--- src/rtl/allpass_coef_bank_if.sv ---
// Coefficient write channel into allpass_coef_bank: one signed word per
// valid/ready handshake, with wr_last marking the final word of a set.
interface allpass_coef_bank_if #(
  parameter int WIDTH = 16
);
  logic             wr_valid;
  logic             wr_ready;
  logic [WIDTH-1:0] wr_data;
  logic             wr_last;

  modport master (
    output wr_valid,
    output wr_data,
    output wr_last,
    input  wr_ready
  );

  modport slave (
    input  wr_valid,
    input  wr_data,
    input  wr_last,
    output wr_ready
  );
endinterface

--- src/rtl/allpass_coef_bank.sv ---
// Double-buffered coefficient bank for the allpass stage: a shadow set is filled word by word
// and copied atomically into the active bus c on a swap strobe. ALLPASS_COEF_CLAMP_EN enables saturation.
module allpass_coef_bank #(
  parameter int WIDTH      = 16,
  parameter int FIXEDPOINT = 14,
  parameter int N          = 7
) (
  input  logic                     clk,
  input  logic                     rst,
  allpass_coef_bank_if.slave       wr,
  input  logic                     swap_en,
  output logic [WIDTH*(N-1)-1:0]   c,
  output logic                     pending,
  output logic                     swapped,
  output logic                     err,
  output logic                     clamped
);

  localparam int NW    = N - 1;
  localparam int IDX_W = (NW > 1) ? $clog2(NW) : 1;
  localparam logic [IDX_W-1:0] LAST_IDX = IDX_W'(N - 2);

  localparam logic [1:0] ST_IDLE    = 2'd0;
  localparam logic [1:0] ST_FILL    = 2'd1;
  localparam logic [1:0] ST_PENDING = 2'd2;

  if (N < 3 || FIXEDPOINT < 2 || FIXEDPOINT > WIDTH) begin : g_param_range_bad
    $error("allpass_coef_bank: N must be >= 3 and 2 <= FIXEDPOINT <= WIDTH");
  end

  logic [1:0]              state_r;
  logic [IDX_W-1:0]        idx_r;
  logic                    ready_r;
  logic                    pending_r;
  logic                    swapped_r;
  logic                    err_r;
  logic                    clamped_r;
  logic [WIDTH*NW-1:0]     c_r;
  logic [WIDTH-1:0]        shadow_r [NW];

  logic                    xfer_s;
  logic                    at_last_s;
  logic                    frame_err_s;
  logic                    store_s;
  logic                    final_s;
  logic                    swap_s;
  logic signed [WIDTH-1:0] word_s;
  logic                    clip_s;

`ifdef ALLPASS_COEF_CLAMP_EN
  localparam logic signed [WIDTH-1:0] COEF_MAX = WIDTH'((2 ** (FIXEDPOINT - 1)) - 1);
  localparam logic signed [WIDTH-1:0] COEF_MIN = -COEF_MAX;

  function automatic logic signed [WIDTH-1:0] sat_word(input logic signed [WIDTH-1:0] w);
    logic signed [WIDTH-1:0] r;
    if (w > COEF_MAX) begin
      r = COEF_MAX;
    end else if (w < COEF_MIN) begin
      r = COEF_MIN;
    end else begin
      r = w;
    end
    return r;
  endfunction

  // Saturate incoming word to strictly below unity magnitude.
  always_comb begin
    word_s = sat_word(wr.wr_data);
    clip_s = (word_s != wr.wr_data);
  end
`else
  assign word_s = wr.wr_data;
  assign clip_s = 1'b0;
`endif

  // Handshake and framing decode; ready is low in PENDING, so transfers only occur while filling.
  always_comb begin
    xfer_s      = wr.wr_valid & ready_r;
    at_last_s   = (idx_r == LAST_IDX);
    frame_err_s = xfer_s & (wr.wr_last != at_last_s);
    store_s     = xfer_s & ~frame_err_s;
    final_s     = store_s & wr.wr_last;
    swap_s      = (state_r == ST_PENDING) & swap_en;
  end

  // Frame control state machine and status pulses.
  always_ff @(posedge clk) begin
    if (rst) begin
      state_r   <= ST_IDLE;
      idx_r     <= '0;
      ready_r   <= 1'b1;
      pending_r <= 1'b0;
      swapped_r <= 1'b0;
      err_r     <= 1'b0;
      clamped_r <= 1'b0;
    end else begin
      swapped_r <= 1'b0;
      err_r     <= frame_err_s;
      clamped_r <= store_s & clip_s;
      case (state_r)
        ST_IDLE, ST_FILL: begin
          if (frame_err_s) begin
            state_r <= ST_IDLE;
            idx_r   <= '0;
          end else if (final_s) begin
            state_r   <= ST_PENDING;
            idx_r     <= '0;
            ready_r   <= 1'b0;
            pending_r <= 1'b1;
          end else if (store_s) begin
            state_r <= ST_FILL;
            idx_r   <= idx_r + IDX_W'(1);
          end else begin
            state_r <= state_r;
            idx_r   <= idx_r;
          end
        end
        ST_PENDING: begin
          if (swap_s) begin
            state_r   <= ST_IDLE;
            ready_r   <= 1'b1;
            pending_r <= 1'b0;
            swapped_r <= 1'b1;
          end else begin
            state_r <= ST_PENDING;
          end
        end
        default: begin
          state_r   <= ST_IDLE;
          idx_r     <= '0;
          ready_r   <= 1'b1;
          pending_r <= 1'b0;
        end
      endcase
    end
  end

  // Shadow bank: one slot written per accepted word; dropped words never land here.
  always_ff @(posedge clk) begin
    if (rst) begin
      for (int k = 0; k < NW; k++) begin
        shadow_r[k] <= '0;
      end
    end else if (store_s) begin
      shadow_r[idx_r] <= word_s;
    end else begin
      shadow_r <= shadow_r;
    end
  end

  // Active bank: every word replaced on the same swap edge so the filter never sees a mixed set.
  always_ff @(posedge clk) begin
    if (rst) begin
      c_r <= '0;
    end else if (swap_s) begin
      for (int k = 0; k < NW; k++) begin
        c_r[k*WIDTH +: WIDTH] <= shadow_r[k];
      end
    end else begin
      c_r <= c_r;
    end
  end

  assign wr.wr_ready = ready_r;
  assign c           = c_r;
  assign pending     = pending_r;
  assign swapped     = swapped_r;
  assign err         = err_r;
  assign clamped     = clamped_r;

endmodule

--- src/flat_wrapper.sv ---
// flat-port wrapper written by rule: the top's interface ports become plain ports
module allpass_coef_bank_flat 
#(
  parameter int WIDTH      = 16,
  parameter int FIXEDPOINT = 14,
  parameter int N          = 7
)
  (clk, rst, swap_en, c, pending, swapped, err, clamped, wr_wr_valid, wr_wr_data, wr_wr_last, wr_wr_ready);
  allpass_coef_bank_if #(.WIDTH(WIDTH)) wr_i ();
  input  logic clk;
  input  logic rst;
  input  logic swap_en;
  output logic [WIDTH*(N-1)-1:0] c;
  output logic pending;
  output logic swapped;
  output logic err;
  output logic clamped;
  input wire logic [$bits(wr_i.wr_valid)-1:0] wr_wr_valid;
  input wire logic [$bits(wr_i.wr_data)-1:0] wr_wr_data;
  input wire logic [$bits(wr_i.wr_last)-1:0] wr_wr_last;
  output wire logic [$bits(wr_i.wr_ready)-1:0] wr_wr_ready;
  assign wr_i.wr_valid = wr_wr_valid;
  assign wr_i.wr_data = wr_wr_data;
  assign wr_i.wr_last = wr_wr_last;
  assign wr_wr_ready = wr_i.wr_ready;
  allpass_coef_bank #(.WIDTH(WIDTH), .FIXEDPOINT(FIXEDPOINT), .N(N)) u_core (.clk(clk), .rst(rst), .wr(wr_i), .swap_en(swap_en), .c(c), .pending(pending), .swapped(swapped), .err(err), .clamped(clamped));
endmodule
--- config.mk ---
export PLATFORM = sky130hd
export DESIGN_NAME = allpass_coef_bank_flat
export DESIGN_NICKNAME = d
export VERILOG_FILES = /design/src/rtl/allpass_coef_bank_if.sv /design/src/rtl/allpass_coef_bank.sv /design/src/flat_wrapper.sv
export SDC_FILE = /design/constraint.sdc
export NUM_CORES = 1
export LEC_CHECK = 0
export CAP_MARGIN = 20
export CORE_MARGIN = 2
export CORE_UTILIZATION = 57
export DETAILED_ROUTE_END_ITERATION = 10
export PLACE_DENSITY = 0.88
export SLEW_MARGIN = 20
export SYNTH_ARGS = -nofsm -noshare
export SYNTH_HDL_FRONTEND = slang
export SYNTH_SLANG_ARGS = --single-unit
--- constraint.sdc ---
create_clock -name clk -period 3.2 [get_ports clk]
set_input_delay 0.32 -clock clk [delete_from_list [all_inputs] [get_ports clk]]
set_output_delay 0.32 -clock clk [all_outputs]
set_load 0.005 [all_outputs]
==> results.sh <==
export IMPL_final_design_area_no_fill_sq_um=9510
export IMPL_worstRegToRegCells=4
export IMPL_synthesis_area_sq_um=7600
export IMPL_max_clock_path_buffers=3
export IMPL_cts_hold_buf=0
export IMPL_worst_r2r_startpoint="u_core.idx_r[0]"
export IMPL_relative_max_transition_margin=0.408
export IMPL_detailedRoute_firstIterationViolations=640
export IMPL_yosys_cell_types_count=44
export IMPL_cpLargestDelayFamily="simple AND/OR/NAND/NOR gates"
export IMPL_hold_viol_final=0
export IMPL_post_layout_cell_count=1120
export IMPL_die_span_in_x_microns=119
export IMPL_placedCellCount=1085
export IMPL_crit_path_end_kind="register"
export IMPL_post_route_cells_drive_above_1_share=0.0742
export IMPL_synthesis_area_per_instance_sq_um=8.97
export IMPL_synth_edff_count=0
export IMPL_floorplan_io_pins=122
export IMPL_maxcap_viol_count=0
export IMPL_p_leak_nw=3.46
export IMPL_diode_count=0
export IMPL_final_max_slew_violation_count=0
export IMPL_n_fill_cell=946
export IMPL_synth_area_mux_share=0.0843
export IMPL_regToRegEndpoint="u_core.shadow_r[7]"
export IMPL_routability_driven_placement_congestion_ratio=0.824
export IMPL_synth_adder_area_share=0.00329
export IMPL_crit_path_start_kind="register"
export IMPL_postCtsSetupRepairBufs=0
export IMPL_fin_nets=954
export IMPL_clock_sink_count=201
export IMPL_grt_overflow=0
export IMPL_start_util=0.579
export IMPL_hold_path_class="in -> reg"
export IMPL_postSynthCellCount=848
export IMPL_synth_yosys_seq_area_share=0.529
export IMPL_mostFrequentLayoutCell="sky130_fd_sc_hd__dfxtp_1"
export IMPL_crit_slowest_cell="sky130_fd_sc_hd__dfxtp_1"
export IMPL_h_tree_depth=1
export IMPL_pwr_density_cell_nw_per_um2=545
export IMPL_cts_resized_gates=0
export IMPL_worstSkewPairLatency_ns=0.48
export IMPL_ctsRootBufferMaster="sky130_fd_sc_hd__clkbuf_16"
export IMPL_critical_path_peak_fanout=17
export IMPL_sum_of_buffers_and_inverters_on_the_critical_path=1
export IMPL_crit_cells=4
export IMPL_critical_path_required_ns=3.61
export IMPL_synth_async_sr_flop_share=0
export IMPL_grt_use_total=0.253
export IMPL_cp_endpoint="u_core.shadow_r[7]"
export IMPL_regToRegSetupSlack_ns=1.20
export IMPL_ys_warnings_count=0
export IMPL_rows=42
export IMPL_timing_fmax_mhz=501
export IMPL_dpl_instance_area_sq_um=8800
export IMPL_postSynthNetCount=871
export IMPL_vias=6200
export IMPL_dr_pass1_iters=5
export IMPL_clkTransAtPathRegs_ns=0.06
export IMPL_grt_antenna_before_repair=0
export IMPL_finalWorstPathRequiredPeriod_ns=2.00
export IMPL_synth_compound_area_share=0.115
export IMPL_outcome="complete, no violations"
export IMPL_tritoncts="done"
export IMPL_finalPower_mw=5.18
export IMPL_synthXorXnorAreaFrac=0.00230
export IMPL_skew_ns=0.00685
export IMPL_dp_hpwl_mm=11.3
export IMPL_simple_gate_fraction_of_synth_area=0.219
export IMPL_grt_pass1_wl_mm=29.4
export IMPL_core_region_area_sq_um=13100
export IMPL_worst_path_largest_cell_delay_ns=0.54
export IMPL_tritoncts_num_buffers=20
export IMPL_overall_routed_net_length_mm=18.4
export IMPL_most_common_layout_cells="201 x sky130_fd_sc_hd__dfxtp_1, 196 x sky130_fd_sc_hd__nand2_1, 132 x sky130_fd_sc_hd__a21oi_1"
export IMPL_worstSetupPathType="reg -> reg"
export IMPL_grt_start_max_net_pins=83
export IMPL_worstPathCellList="nand2b_1 > nor4b_2 > buf_4 > mux2i_1"
export IMPL_critPathArrivalTime_ns=2.41
export IMPL_drtAntennaViolNets=0
export IMPL_seq_cells_post_synth=201
export IMPL_drt_wirelength_per_cell_microns=16.4
export IMPL_critical_path_startpoint="u_core.idx_r[0]"
export IMPL_ys_dominant_reg_cell="sky130_fd_sc_hd__dfxtp_1"
export IMPL_first_global_vias=5854
export IMPL_vdd_drop_max_uv=361
export IMPL_unrepaired_setup_endpoints_after_global_routing="no"
export IMPL_die_height_microns=119
export IMPL_route_detailed_drc=0
export IMPL_area_delta_synth_final_pct=25.0
export IMPL_layout_worst_path_cycle_share=0.624
export IMPL_route_detailed_vias_per_inst=5.54
export IMPL_worst_slew_pin_transition_ns=0.888
export IMPL_fp_dieArea_sq_um=14300
export IMPL_port_buffers=120
export IMPL_combinational_family_with_the_most_area_after_synthesis="simple AND/OR/NAND/NOR gates"
export IMPL_tns_ns=0
export IMPL_timing_final_setup_violations=0
## power breakdown
part           leakage, nW  total (mW)  internal [mW]  switching (mW)
combinational         1.49       0.191         0.0683           0.122
sequential            1.62        2.53           2.52          0.0111
clock                0.350        2.46           1.52           0.943
total                 3.46        5.18           4.10            1.08
## layer usage
metal / GRT usage / part of all wire / vias to the layer above
li1: - / - / 2979
met1: 0.341 / 0.42 / 2921
met2: 0.414 / 0.48 / 261
met3: 0.0342 / 0.071 / 39
met4: 0.0993 / 0.028 / 0
met5: 0 / 0 / -
## worst min path at each step
stage | cells past startpoint | endpoint | from
after detailed placement | 2 | u_core.c[30] | u_core.shadow_r[78]
after CTS | 2 | u_core.shadow_r[73] | rst
after global routing | 2 | u_core.shadow_r[73] | rst
final | 2 | u_core.c[47] | rst
after floorplan | 2 | u_core.c[40] | u_core.shadow_r[56]
after global placement | 2 | u_core.c[25] | u_core.shadow_r[73]
## layout make-up
cell class | count | area (sq um) | share of cell area
clock buffer | 29 | 626 | 0.0658
timing repair buffer | 131 | 1320 | 0.139
tap | 176 | 220 | 0.0232
clock inverter | 6 | 82.6 | 0.00869
sequential | 201 | 4020 | 0.423
inverter | 1 | 3.75 | 0.000395
multi-input combinational | 576 | 3230 | 0.340
## per-stage QoR
stage          hold slack, ns   util  worst slack, ns
3_3_place_gp            0.436  0.670            0.977
6_report                0.435  0.724             1.20
2_1_floorplan           0.427      -             1.51
3_5_place_dp            0.443  0.670            0.941
4_1_cts                 0.418  0.723             1.22
5_1_grt                 0.459  0.724             1.06
## cell families after synthesis
logic type,Yosys count
and+or+nand+nor,336
DFF,201
AOI/OAI and AO/OA,171
buffers and inverters,71
muxes,64
adders and majority gates,2
xor gates and xnor gates,2
other,1
## state kept, by name, summed over array words and instances, names as in the netlist
signal,flops
u_core.c,96
u_core.shadow_r,96
u_core.idx_r,3
u_core.pending,1
u_core.wr.wr_ready,1
u_core.swapped,1
u_core.state_r,2
u_core.err,1
## synth_stat cells (2+ instances only)
| library cell | instances | area, sq um |
|---|---|---|
| sky130_fd_sc_hd__a21oi_1 | 132 | 661 |
| sky130_fd_sc_hd__a221oi_1 | 2 | 17.5 |
| sky130_fd_sc_hd__and2_1 | 2 | 12.5 |
| sky130_fd_sc_hd__and4bb_2 | 2 | 25.0 |
| sky130_fd_sc_hd__buf_1 | 2 | 7.51 |
| sky130_fd_sc_hd__buf_2 | 10 | 50.1 |
| sky130_fd_sc_hd__buf_4 | 3 | 22.5 |
| sky130_fd_sc_hd__buf_6 | 4 | 45.0 |
| sky130_fd_sc_hd__clkbuf_1 | 48 | 180 |
| sky130_fd_sc_hd__dfxtp_1 | 201 | 4020 |
| sky130_fd_sc_hd__ha_1 | 2 | 25.0 |
| sky130_fd_sc_hd__mux2i_1 | 64 | 641 |
| sky130_fd_sc_hd__nand2_1 | 196 | 736 |
| sky130_fd_sc_hd__nand2b_1 | 64 | 400 |
| sky130_fd_sc_hd__nand3_1 | 33 | 165 |
| sky130_fd_sc_hd__nand3b_1 | 2 | 15.0 |
| sky130_fd_sc_hd__nand4b_1 | 2 | 17.5 |
| sky130_fd_sc_hd__nor2_1 | 2 | 7.51 |
| sky130_fd_sc_hd__o21ai_0 | 33 | 165 |
| sky130_fd_sc_hd__or2b_1 | 6 | 45.0 |
| sky130_fd_sc_hd__or2b_2 | 14 | 123 |
| sky130_fd_sc_hd__or4_1 | 2 | 15.0 |
(Power assumes the default switching activity.)
